[src/rtl/spi_arb_pkg.sv]
// spi_arb_pkg: shared types and constants for the SPI master arbiter.
`default_nettype none

package spi_arb_pkg;

    typedef enum logic [1:0] {
        IDLE   = 2'd0,
        LAUNCH = 2'd1,
        WAIT   = 2'd2
    } state_t;

    localparam logic [2:0]  SS_IDLE_DEFAULT = 3'b000;
    localparam logic [15:0] TIMEOUT_RD_DATA = 16'hDEAD;

    // Pointer width that stays legal for a two-requester build.
    function automatic int ptr_width(input int n);
        return (n > 2) ? $clog2(n) : 1;
    endfunction

endpackage

`default_nettype wire

[src/rtl/spi_arbiter_rr_picker.sv]
// rr_picker: combinational round-robin pick, first set req bit at or above rr_ptr.
`default_nettype none

module rr_picker
    import spi_arb_pkg::*;
#(
    parameter int NUM_REQ = 3,
    parameter int PTR_W   = ptr_width(NUM_REQ)
) (
    input  logic [NUM_REQ-1:0] req,
    input  logic [PTR_W-1:0]   rr_ptr,
    output logic [NUM_REQ-1:0] winner,
    output logic [PTR_W-1:0]   winner_idx,
    output logic               any_req
);

    int               w_pos;
    logic [PTR_W-1:0] w_pos_idx;

    // Scan farthest-to-nearest so the candidate closest to rr_ptr overrides.
    always_comb begin
        winner     = '0;
        winner_idx = '0;
        any_req    = 1'b0;
        w_pos      = 0;
        w_pos_idx  = '0;
        for (int k = NUM_REQ - 1; k >= 0; k--) begin
            w_pos = int'(rr_ptr) + k;
            if (w_pos >= NUM_REQ) begin
                w_pos = w_pos - NUM_REQ;
            end
            w_pos_idx = PTR_W'(w_pos);
            if (req[w_pos_idx]) begin
                winner             = '0;
                winner[w_pos_idx]  = 1'b1;
                winner_idx         = w_pos_idx;
                any_req            = 1'b1;
            end
        end
    end

endmodule

`default_nettype wire

[src/rtl/spi_arbiter.sv]
// spi_arbiter: round-robin share of one SPI master, grant held for a whole transaction.
// Optional watchdog on the WAIT phase enabled by defining SPI_ARB_TIMEOUT_EN.
`default_nettype none

module spi_arbiter
    import spi_arb_pkg::*;
#(
    parameter int              NUM_REQ        = 3,
    parameter int              SS_W           = 3,
    parameter logic [SS_W-1:0] SS_IDLE        = SS_W'(SS_IDLE_DEFAULT),
    parameter int              TIMEOUT_CYCLES = 1024
) (
    input  logic                    clk,
    input  logic                    rst,
    input  logic [NUM_REQ-1:0]      req,
    input  logic [NUM_REQ*SS_W-1:0] req_ss,
    input  logic [NUM_REQ*16-1:0]   req_data,
    output logic [NUM_REQ-1:0]      gnt,
    output logic [NUM_REQ-1:0]      done,
    output logic [15:0]             rd_data,
    output logic                    err,
    output logic                    wrt_SPI,
    output logic [15:0]             SPI_data,
    output logic [SS_W-1:0]         ss,
    input  logic                    SPI_done,
    input  logic [15:0]             SPI_rd_data
);

    localparam int PTR_W = ptr_width(NUM_REQ);

    state_t               r_state;
    state_t               w_state_nxt;
    logic [PTR_W-1:0]     r_rr_ptr;
    logic [PTR_W-1:0]     r_win_idx;
    logic [NUM_REQ-1:0]   r_gnt;
    logic [NUM_REQ-1:0]   r_done;
    logic                 r_err;
    logic                 r_wrt_spi;
    logic [15:0]          r_spi_data;
    logic [SS_W-1:0]      r_ss;
    logic [15:0]          r_rd_data;

    logic [NUM_REQ-1:0]   w_winner;
    logic [PTR_W-1:0]     w_winner_idx;
    logic                 w_any_req;
    logic                 w_spi_done_evt;
    logic                 w_timeout;
    logic                 w_release;
    logic [PTR_W-1:0]     w_ptr_nxt;

    rr_picker #(
        .NUM_REQ (NUM_REQ),
        .PTR_W   (PTR_W)
    ) u_rr_picker (
        .req        (req),
        .rr_ptr     (r_rr_ptr),
        .winner     (w_winner),
        .winner_idx (w_winner_idx),
        .any_req    (w_any_req)
    );

    assign w_spi_done_evt = (r_state == WAIT) && SPI_done;

`ifdef SPI_ARB_TIMEOUT_EN
    localparam int CNT_W = (TIMEOUT_CYCLES > 2) ? $clog2(TIMEOUT_CYCLES) : 1;

    logic [CNT_W-1:0] r_wd_cnt;

    always_ff @(posedge clk) begin
        if (rst) begin
            r_wd_cnt <= '0;
        end else if (r_state == LAUNCH) begin
            r_wd_cnt <= '0;
        end else if (r_state == WAIT) begin
            r_wd_cnt <= r_wd_cnt + 1'b1;
        end
    end

    // A real SPI_done on the expiry cycle takes precedence over the watchdog.
    assign w_timeout = (r_state == WAIT) && !SPI_done &&
                       (r_wd_cnt == CNT_W'(TIMEOUT_CYCLES - 1));
`else
    assign w_timeout = 1'b0;
`endif

    assign w_release = w_spi_done_evt || w_timeout;
    assign w_ptr_nxt = (int'(r_win_idx) == NUM_REQ - 1) ? '0 : r_win_idx + 1'b1;

    always_ff @(posedge clk) begin
        if (rst) begin
            r_state <= IDLE;
        end else begin
            r_state <= w_state_nxt;
        end
    end

    always_comb begin
        w_state_nxt = r_state;
        case (r_state)
            IDLE:    if (w_any_req) w_state_nxt = LAUNCH;
            LAUNCH:  w_state_nxt = WAIT;
            WAIT:    if (w_release) w_state_nxt = IDLE;
            default: w_state_nxt = IDLE;
        endcase
    end

    always_ff @(posedge clk) begin
        if (rst) begin
            r_rr_ptr   <= '0;
            r_win_idx  <= '0;
            r_gnt      <= '0;
            r_done     <= '0;
            r_err      <= 1'b0;
            r_wrt_spi  <= 1'b0;
            r_spi_data <= '0;
            r_ss       <= SS_IDLE;
            r_rd_data  <= '0;
        end else begin
            r_done    <= '0;
            r_err     <= 1'b0;
            r_wrt_spi <= 1'b0;
            case (r_state)
                IDLE: begin
                    if (w_any_req) begin
                        r_win_idx  <= w_winner_idx;
                        r_gnt      <= w_winner;
                        r_ss       <= req_ss[int'(w_winner_idx)*SS_W +: SS_W];
                        r_spi_data <= req_data[int'(w_winner_idx)*16 +: 16];
                        r_wrt_spi  <= 1'b1;
                    end
                end
                WAIT: begin
                    if (w_release) begin
                        r_rd_data <= w_spi_done_evt ? SPI_rd_data : TIMEOUT_RD_DATA;
                        r_done    <= r_gnt;
                        r_err     <= w_timeout;
                        r_gnt     <= '0;
                        r_ss      <= SS_IDLE;
                        r_rr_ptr  <= w_ptr_nxt;
                    end
                end
                default: ;
            endcase
        end
    end

    assign gnt      = r_gnt;
    assign done     = r_done;
    assign err      = r_err;
    assign wrt_SPI  = r_wrt_spi;
    assign SPI_data = r_spi_data;
    assign ss       = r_ss;
    assign rd_data  = r_rd_data;

endmodule

`default_nettype wire

[config.mk]
export PLATFORM = sky130hd
export DESIGN_NAME = spi_arbiter
export DESIGN_NICKNAME = d
export VERILOG_FILES = /design/src/rtl/spi_arb_pkg.sv /design/src/rtl/spi_arbiter_rr_picker.sv /design/src/rtl/spi_arbiter.sv
export SDC_FILE = /design/constraint.sdc
export NUM_CORES = 1
export LEC_CHECK = 0
export CAP_MARGIN = 30
export CORE_MARGIN = 5
export CORE_UTILIZATION = 39
export CTS_BUF_LIST = sky130_fd_sc_hd__clkbuf_4
export CTS_CLUSTER_DIAMETER = 80
export CTS_CLUSTER_SIZE = 30
export DETAILED_ROUTE_END_ITERATION = 7
export HOLD_SLACK_MARGIN = 0.12
export PLACE_DENSITY_LB_ADDON = 0.3
export SYNTH_ARGS = -nofsm -noshare
export SYNTH_HDL_FRONTEND = slang
export SYNTH_SLANG_ARGS = --single-unit
[constraint.sdc]
create_clock -name clk -period 2.1 [get_ports clk]
set_clock_uncertainty 0.05 [all_clocks]
set_input_delay 0.42 -clock clk [delete_from_list [all_inputs] [get_ports clk]]
set_output_delay 0.42 -clock clk [all_outputs]
set_load 0.005 [all_outputs]
== Word-level counts from Yosys, hierarchy flattened ==
Cells that the tools add are included.
Operators by class
  bitwise logic cells: 3
  equal/unequal tests: 5
  shift-type cells: 2
  mux-type cells: 34
  add/sub/neg operators: 6
  $lt $le $gt $ge: 9
  reduce and logical (&&, ||, !) cells: 12
  multiply operators: 1
Operators by type and width (number)
  variable part select 48 x 7 -> 16 bit: 1
  2-to-1 mux 2 bit: 9
  2-to-1 mux 3 bit: 6
  one-hot mux 3 bit (2 select lines): 2
  2-to-1 mux 1 bit: 10
  less-than comparator 2 x 3 -> 1 bit (second input constant): 3
  variable part select 9 x 5 -> 3 bit: 1
  binary-select mux 1 bit (select 2 bit): 3
  demux 1 bit (select 2 bit): 3
  >= comparator 2 x 1 -> 1 bit (second input constant): 3
  >= comparator 3 x 2 -> 1 bit (second input constant): 2
  one-hot mux 2 bit (3 select lines): 1
  AND reduction 2 bit: 3
  == test 2 bit (second input constant): 2
  logical AND 1 bit: 4
  multiplier 2 x 2 -> 4 bit (second input constant): 1
  subtractor 2 x 1 -> 2 bit (second input constant): 2
  adder 2 x 1 -> 3 bit (second input constant): 1
  adder 2 x 2 -> 3 bit (second input constant): 1
  NOT 1 bit: 3
  AND reduction 3 bit: 1
  OR reduction 3 bit: 1
  adder 2 x 1 -> 2 bit (second input constant): 1
  == test 2 x 1 -> 1 bit (second input constant): 1
  7 further kinds: 7
Word-level totals
  word-level logic and storage cells: 81
  input port bits: 79
  register bits after elaboration: 48
  output and inout bits: 43

== Longest topological paths before layout ==
Gate-level depths: netlist of the first run.
  depth after elaboration: 12
  gate-level depth with buffers: 10
  depth with buffers taken out: 7

== Modules after synthesis ==
Synthesis of the first run repeated with hierarchy kept, for this count alone.
Second synthesis, totals
  cell total of the unflattened synthesis: 267
  area, all modules: 2466.1 um^2
By module, submodules not included
  spi_arbiter: instances 1, sequential area each 960.9 um^2, area each 2178.3 um^2, cells each 228
  rr_picker: instances 1, sequential area each 0.0 um^2, area each 287.8 um^2, cells each 39

== Worst setup path after synthesis of the first run ==
No wires, ideal clock.
  path type: flip-flop to flip-flop
  start: register r_rr_ptr[0]
  end: register r_spi_data[10] (netlist: SPI_data[10])
  setup time: 117 ps
  clock period less this slack: 2235 ps
  arrival time: 2068 ps
  data required time: 1933 ps
  setup slack: -135 ps
  buffers on the path: 3
  cell stages (with the launch flop): 11
  cells stage by stage: dfxtp_1 inv_1 ha_1 buf_6 mux2i_4 o32ai_4 o31a_1 buf_6 buf_6 o211a_1 a32o_1
Between the ends
  cells in the longest elaborated chain, start to end: 9
  elaborated cells on any way between the ends: 25
  classes of those cells: 5 x add/sub; 3 x order compare; 1 x shift; 15 x mux; 1 x reduce/logical
RTL lines
  from (decl): RTL line spi_arbiter.sv:33  | logic [PTR_W-1:0] r_rr_ptr;
  from (signal assigned): RTL line spi_arbiter.sv:139  | r_rr_ptr <= w_ptr_nxt;
  adder 2 x 2 -> 3 bit: RTL line spi_arbiter_rr_picker.sv:28  | w_pos = int'(rr_ptr) + k;
  >= comparator 3 x 2 -> 1 bit or subtractor 2 x 1 -> 2 bit (tied branches): RTL line spi_arbiter_rr_picker.sv:29, spi_arbiter_rr_picker.sv:30
  2-to-1 mux 2 bit: RTL line spi_arbiter_rr_picker.sv:29  | if (w_pos >= NUM_REQ) begin
  binary-select mux 1 bit (select 2 bit): RTL line spi_arbiter_rr_picker.sv:33  | if (req[w_pos_idx]) begin
  2-to-1 mux 1 bit (not written as such): RTL line spi_arbiter_rr_picker.sv:33
  2-to-1 mux 2 bit or 2-to-1 mux 1 bit (tied branches) (3 in series): RTL line spi_arbiter_rr_picker.sv:33
  variable part select 48 x 7 -> 16 bit or AND reduction 2 bit (tied branches)
  to (signal assigned): RTL line spi_arbiter.sv:128  | r_spi_data <= req_data[int'(w_winner_idx)*16 +: 16];
  to (decl): RTL line spi_arbiter.sv:39  | logic [15:0] r_spi_data;
Parallel ways exist; a longest one is shown, timed or not. The select of a mux whose other input is x is not followed.
A chain may end at the register's enable or synchronous reset.

== Final worst setup path of the first run ==
  start: register r_rr_ptr[0]
  end: register r_spi_data[8] (netlist: SPI_data[8])
The elaborated chain is that of the path after synthesis.

==> summary.log, run 1 <==
qor: status.result_of_the_run finished, violations left
qor: status.violations_in_the_final_reports setup timing
qor: floorplan.chipWidth 92.4 um
qor: pwr.switching_share 0.277
qor: setup_path.critical_path.slowest_cell dfxtp_2
qor: layout.syn_to_final_growth 66.7%
qor: placed_design.gp_routability_congestion 0.824
qor: floorplan.fp-row-count 30
qor: sta.layout_setup_ws -47.5 ps
qor: setup_path.critPathMaxStageDelay 360 ps
qor: synthesis.synth_top_flop_cell dfxtp_1
qor: synthesis.commonest_cells_post_synth 51 x nand2_1, 48 x dfxtp_1, 22 x a21oi_1, 22 x inv_1, 20 x a32o_1
qor: synthesis.post-synth-top-area-cell dfxtp_1
qor: setup_path.arrival_time_worst_endpoint 2370 ps
qor: synthesis.post-synth-top-area-fraction 0.363
qor: clock_network.clk_root_buf clkbuf_4
qor: hold_path.hold_class reg2reg
qor: synthesis.synth_top_cells_by_area dfxtp_1 36%, a32o_1 7.6%, nand2_1 7.2%, o211a_1 6.4%, o221ai_2 5.7%
qor: routing.drc_errors 0
qor: synthesis.synth_nets 374
qor: setup_path.critical_path_required 2320 ps
qor: synthesis.synth_fa_ha_area_frac 0.0189
qor: clock_network.number_of_sinks_on_the_clock_net 48
qor: placed_design.placement.io_buffers 120
qor: clock_network.cts_made_buffers 5
qor: synthesis.share_of_synthesized_registers_carrying_an_async_set_or_reset 0
qor: sta.timing.final.max_slew_violations 0
qor: placed_design.place_hpwl 6.10 mm
qor: pwr.power_report.internal_total 1.95 mW
qor: routing.drt_wl_total 8.14 mm
qor: layout.antennaDiodeCount 0
qor: routing.vias_after_detailed_routing 2716
qor: grt.number_of_antenna_violations_at_the_first_check_in_global_routing 0
qor: layout.post_route_cells_drive_above_1_share 0.191
qor: setup_path.endpoint_kind register
qor: synthesis.synth_compound_area_frac 0.343
qor: routing.route.detailed.vias_per_inst 5.27
qor: synthesis.synthesis.instances 291
qor: grt.grt_pass1_wl 13.0 mm
qor: synthesis.synthMuxAreaShare 0.0255
qor: pwr.cellPowerDensity 611 nW/um2
qor: synthesis.netlist-cell-type-count 44
qor: clock_network.cts.htree.levels 2
qor: synthesis.post_synth_edffs 0
qor: routing.wire_length_per_cell 15.8 um
qor: clock_network.clk_path_buf_depth 2
qor: pwr.power.clock.fraction 0.253
qor: clock_network.worst_skew_pair.late_latency 370 ps
qor: sta.timing.hold.ws 414 ps
qor: floorplan.ios 122
qor: setup_path.critical_path.top_delay_family compound AO/OA/AOI/OAI gates
qor: sta.period_minus_slack 2150 ps
qor: synthesis.synth.yosys.seq_area_share 0.363
qor: grt.grt_overflow 0
qor: setup_path.worst-path-max-fanout 17
qor: synthesis.post-synth-top-count-cell nand2_1
qor: grt.globalRouteTotalUtil 0.184
qor: setup_path.cp.buffers_inverters 3
qor: pwr.peakVddDrop 0.349 mV
qor: sta.finalSetupViolCount 21
qor: pwr.pwr-share-seq 0.389
qor: layout.finish.net_count 517
qor: synthesis.yosys.area_share.xor_xnor 0
qor: sta.hold_viol 0
qor: floorplan.die_area 8540 um2
qor: setup_path.startpoint_type register
qor: pwr.leakage_power 1.82 nW
qor: synthesis.synthesis.area_per_instance 9.11 um2
qor: sta.max_freq 0.466 GHz
qor: synthesis.synth_seq_cells 48
qor: pwr.part_of_the_power_in_combinational_logic 0.357
qor: routing.drtPass1Iterations 4
qor: grt.via_count_of_the_first_global_routing_pass 2669
qor: floorplan.floorplan.initialDensity 0.394
qor: flow_run.cap_viol_max_count 0
qor: synthesis.largest_family_of_logic_cells_by_synthesized_area compound AO/OA/AOI/OAI gates
qor: grt.grt_max_degree 33
qor: layout.fin_util 0.657
qor: synthesis.synth.cell_area 2650 um2
qor: clock_network.worst_setup_hold_path_clk_slew 150 ps
qor: setup_path.critical_path.cell_chain inv_2, ha_4, nor2_2, a2bb2oi_4, o211ai_4, buf_12, buf_16, o211a_1, a32o_1
qor: synthesis.synth_simple_gate_area_frac 0.154
qor: clock_network.hold_buffers 0
qor: pwr.p_switching 749 uW
qor: floorplan.area_of_the_core 6720 um2
qor: clock_network.cts_tree done
qor: routing.starting_drt_drc_count 59
qor: sta.grt_setup_unrepaired true
qor: synthesis.yosys_warnings 0
qor: routing.antenna_left 0
qor: floorplan.die_h 92.4 um
qor: sta.final_min_period_over_clock_period 1.02
qor: setup_path.type_of_the_worst_setup_path reg2reg
qor: sta.timing.setup.tns -770 ps
[power by group through the flow]
stage | registers [mW] | logic [mW] | clock network (mW)
6_report | 1.05 | 0.965 | 0.683
5_1_grt | 1.06 | 1.03 | 0.735
4_1_cts | 1.05 | 0.949 | 0.699
3_5_place_dp | 1.07 | 0.901 | 0
3_3_place_gp | 1.07 | 0.887 | 0
2_1_floorplan | 1.07 | 0.428 | 0
[worst register-to-register path: stages, from the launching register on]
cell and delay, ps:
dfxtp_2 360, inv_2 50, ha_4 270, nor2_2 240
a2bb2oi_4 240, o211ai_4 130, buf_12 150, buf_16 140
o211a_1 220, a32o_1 200
[logic make-up after synthesis]
| family | Yosys count |
|---|---|
| AOI/OAI and AO/OA | 98 |
| adders and majority gates | 4 |
| buffers and inverters | 49 |
| DFF | 48 |
| muxes | 5 |
| other | 1 |
| and+or+nand+nor | 86 |
[layer usage]
layer,vias up,GRT usage,wire length [um]
li1,1346,-,-
met1,1274,0.229,3390
met2,89,0.324,4030
met3,7,0.0431,625
met4,0,0.0384,91
met5,-,0,0
[final timing paths]
path	depth (start not counted)	start	endpoint	slack (ps)
min reg2reg	2	rd_data[14]$_SDFFE_PP0P_	rd_data[14]$_SDFFE_PP0P_	410
max	9	r_rr_ptr[0]$_SDFFE_PP0P_	SPI_data[8]$_SDFFE_PP0P_	-50
min	2	rd_data[14]$_SDFFE_PP0P_	rd_data[14]$_SDFFE_PP0P_	410
max reg2reg	9	r_rr_ptr[0]$_SDFFE_PP0P_	SPI_data[8]$_SDFFE_PP0P_	-50
[what timing repair did]
action                     in CTS  in global routing
pin swaps                       0                  2
gates resized for setup        12                  5
gates cloned                    1                  0
setup endpoints to repair      23                 24
buffers inserted                3                  3
[flip-flops by register name (all words and copies together) (netlist names)]
register,cells
r_rr_ptr,2
wrt_SPI,1
rd_data,16
ss,3
r_win_idx,2
gnt,3
done,3
r_state,2
SPI_data,16
[stage by stage]
| step | area, um2 | cells | power, mW | setup slack [ps] |
|---|---|---|---|---|
| 2_1_floorplan | 2670 | 291 | 1.50 | -52.4 |
| 3_3_place_gp | 4140 | 500 | 1.96 | -296 |
| 3_5_place_dp | 4140 | 500 | 1.97 | -360 |
| 4_1_cts | 4360 | 512 | 2.70 | -74.5 |
| 5_1_grt | 4420 | 515 | 2.83 | -150 |
| 6_report | 4420 | 515 | 2.70 | -47.5 |
[cell usage in the layout (no fill, tap or decap), types with 2 or more instances in the layout]
cell type and n:
clkdlybuf4s50_1 120, nand2_1 50, dfxtp_1 46, buf_4 32
a21oi_1 22, inv_1 21, a32o_1 20, o211a_1 17
o221ai_2 10, nor2_1 8, buf_12 8, o221ai_1 7
o211ai_1 6, nand3b_1 5, nand2b_1 5, clkbuf_4 5
o21a_1 4, nor2_2 3, and3_1 3, and3b_1 2
mux2i_1 2, a22o_1 2, nor2b_1 2, ha_4 2
ha_1 2, bufinv_16 2, dfxtp_2 2
[area by class of cell]
class	count	area [um2]
clock buffer	5	37.5
clock inverter	3	68.8
fill	554	2300
inverter	23	86.3
multi-input combinational	194	1520
sequential	48	963
tap	80	100
timing repair buffer	162	1640
Power figures use the tool's default switching activity.
==> run 2: changes to the inputs <==
--- a/config.mk
+++ b/config.mk
@@ -5,7 +5,7 @@
 export SDC_FILE = /design/constraint.sdc
 export NUM_CORES = 1
 export LEC_CHECK = 0
-export CAP_MARGIN = 30
+export CAP_MARGIN = 20
 export CORE_MARGIN = 5
 export CORE_UTILIZATION = 39
 export CTS_BUF_LIST = sky130_fd_sc_hd__clkbuf_4
==> results of run 2 <==
No change in the layout: final DEF, timing and power equal those of run 1.
==> run 3: changes to the inputs <==
--- a/config.mk
+++ b/config.mk
@@ -7,13 +7,14 @@
 export LEC_CHECK = 0
 export CAP_MARGIN = 20
 export CORE_MARGIN = 5
-export CORE_UTILIZATION = 39
+export CORE_UTILIZATION = 43
 export CTS_BUF_LIST = sky130_fd_sc_hd__clkbuf_4
 export CTS_CLUSTER_DIAMETER = 80
 export CTS_CLUSTER_SIZE = 30
 export DETAILED_ROUTE_END_ITERATION = 7
 export HOLD_SLACK_MARGIN = 0.12
 export PLACE_DENSITY_LB_ADDON = 0.3
+export SKIP_LAST_GASP = 1
 export SYNTH_ARGS = -nofsm -noshare
 export SYNTH_HDL_FRONTEND = slang
 export SYNTH_SLANG_ARGS = --single-unit
==> constraint.sdc (replaced) <==
create_clock -name clk -period 2.16 [get_ports clk]
set_clock_uncertainty 0.05 [all_clocks]
set_input_delay 0.432 -clock clk [delete_from_list [all_inputs] [get_ports clk]]
set_output_delay 0.432 -clock clk [all_outputs]
set_load 0.005 [all_outputs]
==> run 3 against run 2 <==
Against the previous run:
- the flow still finishes with violations (setup timing)
- first-iteration DRC count grew 32%
- critical path depth unchanged
- total power decreased by 3.0%
- global-route usage is 1.9 points higher
- combinational power is 4.4% lower
- flip-flop and latch count is the same
- sequential share of layout area grew 0.26 points
- setup slack gained 30 ps
- clock power fell by 2%
- hold slack worse by 2.5 ps
- fmax down 1.4%
- cell area is 1.2% lower
- critical endpoint is now SPI_data[1]$_SDFFE_PP0P_
==> summary.log, run 3 (synthesis results as in run 1) <==
qor: status.result_of_the_run finished, violations left [unchanged]
qor: status.violations_in_the_final_reports setup timing [unchanged]
qor: clock_network.clk_root_buf clkbuf_4 [unchanged]
qor: sta.finalSetupViolCount 2 [was 21]
qor: placed_design.gp_routability_congestion 0.829 [was 0.824]
qor: grt.grt_max_degree 33 [unchanged]
qor: clock_network.worst_setup_hold_path_clk_slew 160 ps [was 150 ps]
qor: layout.num-fill-cells 460 [was 554]
qor: placed_design.place_hpwl 6.16 mm [was 6.10 mm]
qor: hold_path.hold_class reg2reg [unchanged]
qor: layout.final_design_area_no_fill 4360 um2 [was 4420 um2]
qor: floorplan.die_area 7830 um2 [was 8540 um2]
qor: layout.post_route_cells_drive_above_1_share 0.182 [was 0.191]
qor: layout.finish.net_count 516 [was 517]
qor: sta.hold_viol 0 [unchanged]
qor: placed_design.post_dp_cell_area 4120 um2 [was 4140 um2]
qor: routing.starting_drt_drc_count 78 [was 59]
qor: grt.globalRouteTotalUtil 0.204 [was 0.184]
qor: routing.drt_wl_total 8.42 mm [was 8.14 mm]
qor: grt.grt_pass1_wl 12.6 mm [was 13.0 mm]
qor: clock_network.cts.htree.levels 2 [unchanged]
qor: setup_path.worst-path-max-fanout 9 [was 17]
qor: hold_path.min_delay_worst_endpoint rd_data[8]$_SDFFE_PP0P_ [was rd_data[14]$_SDFFE_PP0P_]
qor: pwr.cellPowerDensity 600 nW/um2 [was 611 nW/um2]
qor: routing.wire_length_per_cell 16.5 um [was 15.8 um]
qor: setup_path.r2r-start r_rr_ptr[0]$_SDFFE_PP0P_ [unchanged]
qor: layout.layout_commonest_cell clkdlybuf4s50_1 [unchanged]
qor: floorplan.fp-row-count 28 [was 30]
qor: layout.antennaDiodeCount 0 [unchanged]
qor: layout.layout_common_cells 120 x clkdlybuf4s50_1, 51 x nand2_1, 46 x dfxtp_1 [was 120 x clkdlybuf4s50_1, 50 x nand2_1, 46 x dfxtp_1]
qor: setup_path.startpoint_type register [unchanged]
qor: clock_network.worst_skew_pair.late_latency 370 ps [about the same]
qor: sta.final_min_period_over_clock_period 1.01 [was 1.02]
qor: setup_path.critical_path_required 2380 ps [was 2320 ps]
qor: routing.antenna_left 0 [unchanged]
qor: setup_path.type_of_the_worst_setup_path reg2reg [unchanged]
qor: routing.drtPass1Iterations 5 [was 4]
qor: setup_path.ff2ff_path_depth 9 [unchanged]
qor: sta.timing.final.max_slew_violations 0 [unchanged]
qor: setup_path.worstReg2RegEnd SPI_data[1]$_SDFFE_PP0P_ [was SPI_data[8]$_SDFFE_PP0P_]
qor: layout.syn_to_final_growth 64.7% [was 66.7%]
qor: grt.number_of_antenna_violations_at_the_first_check_in_global_routing 0 [unchanged]
qor: clock_network.number_of_sinks_on_the_clock_net 48 [unchanged]
qor: setup_path.reg2reg_slack -20 ps [was -50 ps]
qor: setup_path.arrival_time_worst_endpoint 2400 ps [was 2370 ps]
qor: sta.max_freq 0.459 GHz [was 0.466 GHz]
qor: setup_path.endpoint_kind register [unchanged]
qor: flow_run.cap_viol_max_count 0 [unchanged]
qor: pwr.leakage_power 1.80 nW [was 1.82 nW]
qor: sta.grt_setup_unrepaired true [unchanged]
qor: placed_design.placement.io_buffers 120 [unchanged]
qor: floorplan.area_of_the_core 5960 um2 [was 6720 um2]
qor: grt.via_count_of_the_first_global_routing_pass 2667 [was 2669]
qor: hold_path.whs_path_depth 2 [unchanged]
qor: pwr.peakVddDrop 0.435 mV [was 0.349 mV]
qor: routing.route.detailed.vias_per_inst 5.45 [was 5.27]
qor: placed_design.place_worst_setup_slack -277 ps [was -360 ps]
qor: clock_network.cts_tree done [unchanged]
qor: floorplan.ios 122 [unchanged]
qor: floorplan.die_h 88.5 um [was 92.4 um]
qor: clock_network.cts_made_buffers 5 [unchanged]
qor: sta.period_minus_slack 2180 ps [was 2150 ps]
qor: sta.layout_setup_ws -17.5 ps [was -47.5 ps]
qor: floorplan.floorplan.initialDensity 0.445 [was 0.394]
qor: floorplan.chipWidth 88.5 um [was 92.4 um]
qor: clock_network.clk_path_buf_depth 2 [unchanged]
qor: routing.drc_errors 0 [unchanged]
qor: grt.grt_overflow 0 [unchanged]
qor: hold_path.worstHoldStart rd_data[8]$_SDFFE_PP0P_ [was rd_data[14]$_SDFFE_PP0P_]
qor: routing.vias_after_detailed_routing 2772 [was 2716]
-- run 3: cell count changes in the layout (fill, tap and decap cells not counted), sizes merged --
cell / before / now
clkbuf: 5 / 6
buf: 42 / 40
-- run 3: power breakdown --
group | switching (mW) | internal, mW | total [mW] | leakage (nW)
Clock | 0.303 | 0.365 | 0.668 | 0.0558
Sequential | 0.0549 | 0.973 | 1.03 | 0.394
Combinational | 0.370 | 0.553 | 0.923 | 1.35
Total | 0.728 | 1.89 | 2.62 | 1.80
-- run 3: worst max-delay path, cell delays in order (launching register included) --
cell,delay (ps)
dfxtp_2,380
inv_2,60
ha_4,310
mux2i_4,300
o32ai_4,140
o211ai_4,210
buf_12,170
buf_6,140
o221ai_1,110
a32o_1,220
-- run 3: how the worst max path moves through the flow --
stage                                  start                         to  slack (ps)  depth (start not counted)
finish              r_rr_ptr[0]$_SDFFE_PP0P_   SPI_data[1]$_SDFFE_PP0P_         -20                          9
global route        r_rr_ptr[0]$_SDFFE_PP0P_   SPI_data[4]$_SDFFE_PP0P_        -100                          9
detailed placement                    req[2]         ss[1]$_SDFFE_PP0P_        -280                          7
global placement                      req[1]   SPI_data[3]$_SDFFE_PP0P_        -250                          8
floorplan           r_rr_ptr[0]$_SDFFE_PP0P_  SPI_data[10]$_SDFFE_PP0P_           8                         10
CTS                 r_rr_ptr[0]$_SDFFE_PP0P_         ss[0]$_SDFFE_PP0P_         -20                          9
-- run 3: through the flow --
| step | power [mW] | hold slack (ps) | instances | utilization | setup TNS (ps) |
|---|---|---|---|---|---|
| after detailed placement | 1.91 | 396 | 492 | 0.692 | -5680 |
| after floorplan | 1.46 | 395 | 291 | - | 0 |
| final | 2.62 | 412 | 509 | 0.733 | -29.1 |
| after global routing | 2.76 | 430 | 509 | 0.733 | -1540 |
| after CTS | 2.62 | 416 | 508 | 0.726 | -41.6 |
| after global placement | 1.89 | 391 | 492 | 0.692 | -5010 |
-- run 3: layout make-up --
type	count	area, um2	area share
clock buffers	5	37.5	0.00860
clock inverters	3	68.8	0.0158
inverters	23	86.3	0.0198
multi-input cells	194	1480	0.339
flip-flops and latches	48	963	0.221
well taps	75	93.8	0.0215
repair buffers	161	1630	0.374
-- run 3: routing by layer --
layer,up-vias,share of wire,global-route usage
li1,1345,-,-
met4,0,0.010,0.0440
met3,8,0.078,0.0512
met2,117,0.50,0.371
met1,1302,0.41,0.241
met5,-,0,0
-- run 3: repair_timing --
action | CTS | global route
cloned | 1 | 1
setup buffers | 7 | 0
hold buffers | 0 | 0
pin swaps | 0 | 2
endpoints found under the setup margin | 21 | 23
gates resized for setup | 8 | 4
